## config.mk

```make
export PLATFORM = sky130hd
export DESIGN_NAME = key_event
export DESIGN_NICKNAME = d
export VERILOG_FILES = /design/src/rtl/key_pkg.sv /design/src/rtl/key_event.sv
export SDC_FILE = /design/constraint.sdc
export NUM_CORES = 1
export LEC_CHECK = 0
export ABC_CLOCK_PERIOD_IN_PS = 3070
export CORE_ASPECT_RATIO = 0.7
export CORE_MARGIN = 5
export CORE_UTILIZATION = 25
export DETAILED_ROUTE_END_ITERATION = 6
export GPL_TIMING_DRIVEN = 1
export PLACE_DENSITY = 0.41
export SLEW_MARGIN = 10
export SYNTH_ARGS = -nofsm -noshare
export SYNTH_HDL_FRONTEND = slang
export SYNTH_SLANG_ARGS = --single-unit
```

## constraint.sdc

```tcl
create_clock -name clk_i -period 3.07 [get_ports clk_i]
set_input_delay 0.7675 -clock clk_i [delete_from_list [all_inputs] [get_ports clk_i]]
set_output_delay 0.7675 -clock clk_i [all_outputs]
set_load 0.01 [all_outputs]
```

## src/rtl/key_pkg.sv

```systemverilog
// -----------------------------------------------------------------------------
// key_pkg
// Shared definitions for the key event detector: the FSM state encoding and a
// helper that sizes the hold counter from the two thresholds.
// -----------------------------------------------------------------------------
package key_pkg;

    // States of the key event FSM.
    typedef enum logic [1:0] {
        IDLE    = 2'd0,
        PRESSED = 2'd1,
        REPEAT  = 2'd2
    } key_state_e;

    // Counter width able to hold every value from 0 up to max(a,b)-1.
    function automatic int cnt_width(input int a, input int b);
        int m;
        m = (a > b) ? a : b;
        if (m < 2) begin
            cnt_width = 1;
        end else begin
            cnt_width = $clog2(m);
        end
    endfunction

endpackage : key_pkg

```

## src/rtl/key_event.sv

```systemverilog
// -----------------------------------------------------------------------------
// key_event
// Turns a debounced key level into press / short / long / auto-repeat events.
// A single FSM (IDLE, PRESSED, REPEAT) plus one hold counter; all event
// outputs are registered one-cycle pulses and at most one is high per cycle.
//
// Parameters
//   LONG_CYCLES   : held cycles from press_o to long_o (>= 2)
//   REPEAT_CYCLES : cycles between long_o/repeat_o and the next repeat_o (>= 2)
// Ports
//   clk_i     : clock, rising edge
//   rstn_i    : asynchronous active-low reset
//   debkey_i  : debounced key level, 1 = pressed, synchronous to clk_i
//   press_o   : pulse on a new press
//   short_o   : pulse on release before the long threshold
//   long_o    : pulse when the hold reaches LONG_CYCLES
//   repeat_o  : pulse every REPEAT_CYCLES after long_o while still held
// -----------------------------------------------------------------------------
module key_event
    import key_pkg::*;
#(
    parameter int LONG_CYCLES   = 50000000,
    parameter int REPEAT_CYCLES = 10000000
) (
    input  logic clk_i,
    input  logic rstn_i,
    input  logic debkey_i,
    output logic press_o,
    output logic short_o,
    output logic long_o,
    output logic repeat_o
);

    localparam int CNT_W = cnt_width(LONG_CYCLES, REPEAT_CYCLES);
    localparam logic [CNT_W-1:0] LONG_LAST = CNT_W'(LONG_CYCLES - 1);
    localparam logic [CNT_W-1:0] REP_LAST  = CNT_W'(REPEAT_CYCLES - 1);

    key_state_e       state_q;
    logic [CNT_W-1:0] cnt_q;
    logic             prev_q;
    logic             press_q;
    logic             short_q;
    logic             long_q;
    logic             repeat_q;
    logic             rise_s;

    // A rise needs a low sample first; prev_q resets to 1 so a key held
    // through reset cannot look like a new press.
    assign rise_s = debkey_i & ~prev_q;

    // Event FSM, hold counter and registered pulse outputs.
    always_ff @(posedge clk_i or negedge rstn_i) begin
        if (!rstn_i) begin
            state_q  <= IDLE;
            cnt_q    <= '0;
            prev_q   <= 1'b1;
            press_q  <= 1'b0;
            short_q  <= 1'b0;
            long_q   <= 1'b0;
            repeat_q <= 1'b0;
        end else begin
            prev_q   <= debkey_i;
            press_q  <= 1'b0;
            short_q  <= 1'b0;
            long_q   <= 1'b0;
            repeat_q <= 1'b0;
            case (state_q)
                IDLE: begin
                    if (rise_s) begin
                        state_q <= PRESSED;
                        cnt_q   <= '0;
                        press_q <= 1'b1;
                    end else begin
                        state_q <= IDLE;
                        cnt_q   <= '0;
                    end
                end
                PRESSED: begin
                    // Release is tested first so it wins over the threshold.
                    if (!debkey_i) begin
                        state_q <= IDLE;
                        cnt_q   <= '0;
                        short_q <= 1'b1;
                    end else if (cnt_q >= LONG_LAST) begin
                        state_q <= REPEAT;
                        cnt_q   <= '0;
                        long_q  <= 1'b1;
                    end else begin
                        cnt_q   <= cnt_q + CNT_W'(1);
                    end
                end
                REPEAT: begin
                    if (!debkey_i) begin
                        state_q <= IDLE;
                        cnt_q   <= '0;
                    end else if (cnt_q >= REP_LAST) begin
                        cnt_q    <= '0;
                        repeat_q <= 1'b1;
                    end else begin
                        cnt_q    <= cnt_q + CNT_W'(1);
                    end
                end
                default: begin
                    state_q <= IDLE;
                    cnt_q   <= '0;
                end
            endcase
        end
    end

    assign press_o  = press_q;
    assign short_o  = short_q;
    assign long_o   = long_q;
    assign repeat_o = repeat_q;

endmodule : key_event

```

; ---- Word-level counts from Yosys, hierarchy flattened
; Index checks and enable logic that the tools add are counted.
[classes]
n_addsub = 1
order_cmp = 2
n_eq_ne = 4
muxes = 20
n_bitwise = 2
n_reduce_logical = 2
[op_table]
columns = cell, count
row1 = $mux 26, 4
row2 = $pmux 26 s2, 1
row3 = $add 26x1->26 const B, 1
row4 = $ge 26x24->1 const B, 1
row5 = $ge 26x26->1 const B, 1
row6 = $mux 1, 11
row7 = $mux 2, 3
row8 = $pmux 2 s3, 1
row9 = $ne 3x3->1 const B, 1
row10 = $eq 2x1->1 const B, 1
row11 = $eq 2x2->1 const B, 1
row12 = $logic_not 2->1, 1
row13 = $ne 2x2->1 const B, 1
row14 = $reduce_and 2->1, 1
row15 = $and 1x1->1, 1
row16 = $not 1->1, 1
[totals]
regBits = 33
input_bits = 3
out_inout_bits = 4
wordCells = 38

; ---- Logic depth before layout (Yosys ltp)
[depth]
word_depth = 4
ltp_mapped = 9
mapped_depth_nobuf = 6

; ---- Worst setup path after synthesis
; Ideal clock, no wire load.
[synth_timing]
kind = register to register
startpoint = register cnt_q[0]
endpoint = register cnt_q[7]
setup_ps = 88
arrival_time_ps = 2318
required_ps = 2982
path_slack_ps = 664
path_stages_with_launch = 10
path_buffers = 3
period_less_slack_ps = 2406
path_cell_list = dfrtp_1 -> ha_1 -> and4_1 -> buf_6 -> a311o_1 -> o211a_1 -> or3_1 -> buf_6 -> buf_8 -> a211oi_2
[synth_via]
elab_chain_cells = 4
elab_cells_between_ends = 8
cone_classes = add/sub (1) / order compare (2) / mux (5)
[synth_rtl]
columns = item, line_no
row1 = start: declaration, key_event.sv:39  ; logic [CNT_W-1:0] cnt_q;
row2 = start signal: assignment, key_event.sv:89  ; cnt_q <= cnt_q + CNT_W'(1);
row3 = start signal: assignment, key_event.sv:100  ; cnt_q <= cnt_q + CNT_W'(1);
row4 = "$add 26x1->26, or another cell as far along", "key_event.sv:89, key_event.sv:100"
row5 = $mux 26 (on tied branches), "key_event.sv:96, key_event.sv:84"
row6 = $mux 26 (on tied branches), "key_event.sv:93, key_event.sv:80"
row7 = $pmux 26 s2 *, key_event.sv:67  ; case (state_q)
; Every way passes the cells marked *; elsewhere a longest branch is shown, timed or not.
; A chain may end at the register's enable or synchronous reset.

; ---- Final worst setup path
[layout_timing]
startpoint = register cnt_q[0]
endpoint = register cnt_q[12]
; The elaborated chain is that of the path after synthesis.

==> impl_results.rst <==
.. list-table::
   :header-rows: 1

   * - Metric
     - Value
   * - Status
     - complete, no violations
   * - Overflow left after global routing
     - 0
   * - Areal power density over the cells
     - 441 nW/um^2
   * - Final Hold Violating Endpoints
     - 0
   * - Max clock buf depth
     - 2
   * - Number of input and output port buffers inserted
     - 6
   * - Effective utilization at floorplan
     - between 20% and 30%
   * - Setup violation total in the final timing report
     - 0
   * - Placeable core region
     - approximately 7800 sq um
   * - Largest net degree at the start of global routing
     - 34
   * - Endpoint type of the worst setup path
     - register
   * - CTS Buf Count
     - 5
   * - Final worst clock skew
     - between 0.004 and 0.005 ns
   * - Biggest area consumer among synthesized cells
     - sky130_fd_sc_hd__dfrtp_1
   * - Ys async rst share
     - between 90% and 100%
   * - Die area
     - just under 10000 sq um
   * - VDD IR-drop max
     - about 0.18 mV
   * - Drt initial violations
     - 86
   * - Relative contribution of sequential cells to total power
     - 44.3%
   * - Classification of the worst-slack hold path
     - register to register
   * - Leakage power summed over all cells
     - between 0.0007 and 0.0008 uW
   * - Most used standard cell by instance count after synthesis
     - sky130_fd_sc_hd__dfrtp_1
   * - Place WS
     - approximately 0.52 ns
   * - Detailed-routing iteration count for the pre-antenna-repair pass
     - 4
   * - Synth warn
     - 0
   * - Number of global-route vias before repair
     - roughly 1500
   * - Top metal layer carrying routed signals
     - met4
   * - Fraction of final layout cells with drive strength greater than 1
     - roughly 16%
   * - Instance count of the mapped netlist
     - 190
   * - Post-detailed-route wirelength per cell
     - 15.5 um
   * - Insertion delay of the later-clocked pin in the worst-skew pair
     - just under 0.3 ns
   * - Category of the critical setup timing path
     - register to register
   * - First-pass GRT wire length
     - a little under 8000 um
   * - Total of fill cells in the finished design
     - 812
   * - R2r setup slk
     - about 0.51 ns
   * - Arrival time at the worst endpoint
     - between 2 and 3 ns
   * - Count of hold-fix buffers inserted at cts
     - 0
   * - Area delta synth->final
     - 13.6%
   * - Sw Ratio
     - 22.5%
   * - Routed wire length
     - approximately 4600 um
   * - Min cycle time layout
     - between 2 and 3 ns
   * - Antenna violation net count after detailed routing
     - 0
   * - Total Nets Final
     - about 200
   * - Placer Congestion
     - approximately 0.71
   * - Setup bufs post-CTS
     - 0
   * - Startpoint class of the critical path
     - register
   * - Max_slew headroom
     - between 30 and 40%
   * - Number of top-level design ports
     - 7
   * - Pint
     - approximately 770 uW
   * - HPWL after DPL
     - 3000 um
   * - Post-route met1 wirelength
     - 2550 um
   * - Master cell of the clock root buffer
     - sky130_fd_sc_hd__clkbuf_16
   * - Overall via count from detail_route
     - about 1500
   * - DRC violations left
     - 0
   * - Height of the chip
     - between 80 and 90 um
   * - Syn avg cell area
     - 10.4 sq um
   * - CTS clk-pin slew, worst paths
     - roughly 0.050 ns
   * - # clock sinks
     - 33
   * - Synthesized cell area
     - around 2000 sq um
   * - Seq/Total Area, Yosys
     - approximately two fifths
   * - Hold Crit Start
     - cnt_q[0]
   * - Critical path data required time
     - approximately 3.2 ns
   * - CTS tree
     - built
   * - Post-Route Setup TNS
     - 0 ns
   * - Max Slew Vio Count
     - 0
   * - Overall fraction of global-route tracks in use
     - between 10% and 20%
   * - Register bit total from synthesis
     - 33
   * - H-tree depth
     - 2
   * - Maximum frequency from static timing analysis
     - slightly below 400 MHz
   * - Total of max-cap violations
     - 0
   * - Met2 routed WL
     - 1780 um
   * - Post-synth EDFFs
     - 0
   * - Num rows
     - 27
   * - Main area contributors after synthesis
     - sky130_fd_sc_hd__dfrtp_1 40%, sky130_fd_sc_hd__a211oi_2 12%, sky130_fd_sc_hd__xnor2_1 7.1%
   * - Count of cells resized by post-cts repair
     - 0
   * - Leading register cell type out of synthesis
     - sky130_fd_sc_hd__dfrtp_1
   * - Setup repair after global routing missed its margin
     - false
   * - Final-layout worst hold slack
     - ~0.48 ns
   * - Share of total power in the clock network
     - between 50 and 60%
   * - Combinational share of power
     - around 4.8%
   * - Crit share post-route
     - 83.3%
   * - Avg Vias per Cell
     - 5.00
   * - Worst R2R Start
     - cnt_q[0]
   * - ANT cells
     - 0
   * - Total nets after synthesis
     - 197
   * - Total net switching power
     - about 220 uW
   * - Top-area cell type share of the netlist area
     - 40.4%
   * - Worst-margin pin slew
     - ~0.99 ns
   * - CP Max Fanout
     - 26
   * - Antenna violations before repair
     - 0
   * - Slack of the critical path
     - around 0.51 ns
   * - Width of the die
     - ~120 um
   * - Distinct cell type count after synthesis
     - 38
   * - Total length of routed met3 wires
     - 150 um
   * - Crit. Startpoint
     - cnt_q[0]
   * - Cell types with the highest counts after synthesis
     - 32 x sky130_fd_sc_hd__dfrtp_1, 19 x sky130_fd_sc_hd__a211oi_2, 16 x sky130_fd_sc_hd__xnor2_1, 14 x sky130_fd_sc_hd__nand2_1, 12 x sky130_fd_sc_hd__nand3_1
layer usage:
layer	GRT usage (%)	vias to the layer above
li1	-	715
met2	13.1	13
met3	3.67	8
met1	16.0	739
met5	0	-
met4	4.53	0
state kept, by name, indices dropped and copies added, names as in the netlist:
register / count
cnt_q: 26
long_o: 1
press_o: 1
prev_q: 1
repeat_o: 1
short_o: 1
state_q: 2
cell usage in the layout, fill, tap and decap left out, types with 4 or more instances in the layout:
| master | synthesis | layout |
|---|---|---|
| sky130_fd_sc_hd__dfrtp_1 | 32 | 32 |
| sky130_fd_sc_hd__a211oi_2 | 19 | 19 |
| sky130_fd_sc_hd__xnor2_1 | 16 | 16 |
| sky130_fd_sc_hd__nand2_1 | 14 | 14 |
| sky130_fd_sc_hd__nand3_1 | 12 | 12 |
| sky130_fd_sc_hd__nor2_1 | 8 | 8 |
| sky130_fd_sc_hd__xor2_1 | 8 | 8 |
| sky130_fd_sc_hd__nor3_1 | 6 | 6 |
| sky130_fd_sc_hd__a211oi_1 | 6 | 6 |
| sky130_fd_sc_hd__clkdlybuf4s50_1 | 0 | 6 |
| sky130_fd_sc_hd__inv_1 | 5 | 5 |
| sky130_fd_sc_hd__and4_1 | 5 | 5 |
| sky130_fd_sc_hd__nor4_1 | 5 | 5 |
| sky130_fd_sc_hd__nand4_1 | 5 | 5 |
| sky130_fd_sc_hd__clkbuf_16 | 0 | 5 |
| sky130_fd_sc_hd__a21oi_1 | 4 | 4 |
| sky130_fd_sc_hd__ha_1 | 4 | 4 |
| sky130_fd_sc_hd__buf_4 | 0 | 4 |
worst max-delay path, stage by stage, from the launching register on:
cell,delay (ns)
sky130_fd_sc_hd__dfrtp_1,0.40
sky130_fd_sc_hd__ha_1,0.25
sky130_fd_sc_hd__and4_1,0.27
sky130_fd_sc_hd__a311o_1,0.39
sky130_fd_sc_hd__o211a_1,0.26
sky130_fd_sc_hd__or3_1,0.31
sky130_fd_sc_hd__buf_4,0.27
sky130_fd_sc_hd__a211oi_1,0.28
final cells by class:
class                           count  area, sq um  area share (%)
Clock buffer                        7          143            6.33
Inverter                            6         22.5           0.999
Tap cell                          101          126            5.60
Timing Repair Buffer               10         90.1            4.00
Multi-Input combinational cell    138         1050            46.4
Sequential cell                    33          827            36.7
power by group through the flow:
stage	combinational [uW]	sequential [uW]	clock [uW]
finish	48.0	441	505
global route	54.0	441	539
CTS	49.8	441	519
detailed placement	49.6	448	0
global placement	50.2	448	0
floorplan	29.4	449	0
through the flow:
step	utilization, %	total power (uW)	cell area [sq um]	std cells
finish	28.9	994	2250	295
global route	28.9	1030	2250	295
CTS	28.9	1010	2250	295
detailed placement	27.1	498	2110	288
global placement	27.1	498	2110	288
floorplan	-	478	1980	190
worst paths after layout:
check                       endpoint  cells after the start
max                        cnt_q[12]                      7
min                         cnt_q[0]                      1
max reg2reg                cnt_q[12]                      7
min reg2reg                 cnt_q[0]                      1
max in group asynchronous     prev_q                      2
min in group asynchronous  cnt_q[22]                      2
logic make-up after synthesis:
| kind of cell | Yosys count | share of synthesized area [%] |
|---|---|---|
| compound gates | 43 | 20.9 |
| xor+xnor | 24 | 10.6 |
| fa+ha+maj | 4 | 2.52 |
| buf+inv | 19 | 5.61 |
| flops | 33 | 41.7 |
| simple gates | 67 | 18.7 |
Power figures use the tool's default switching activity.
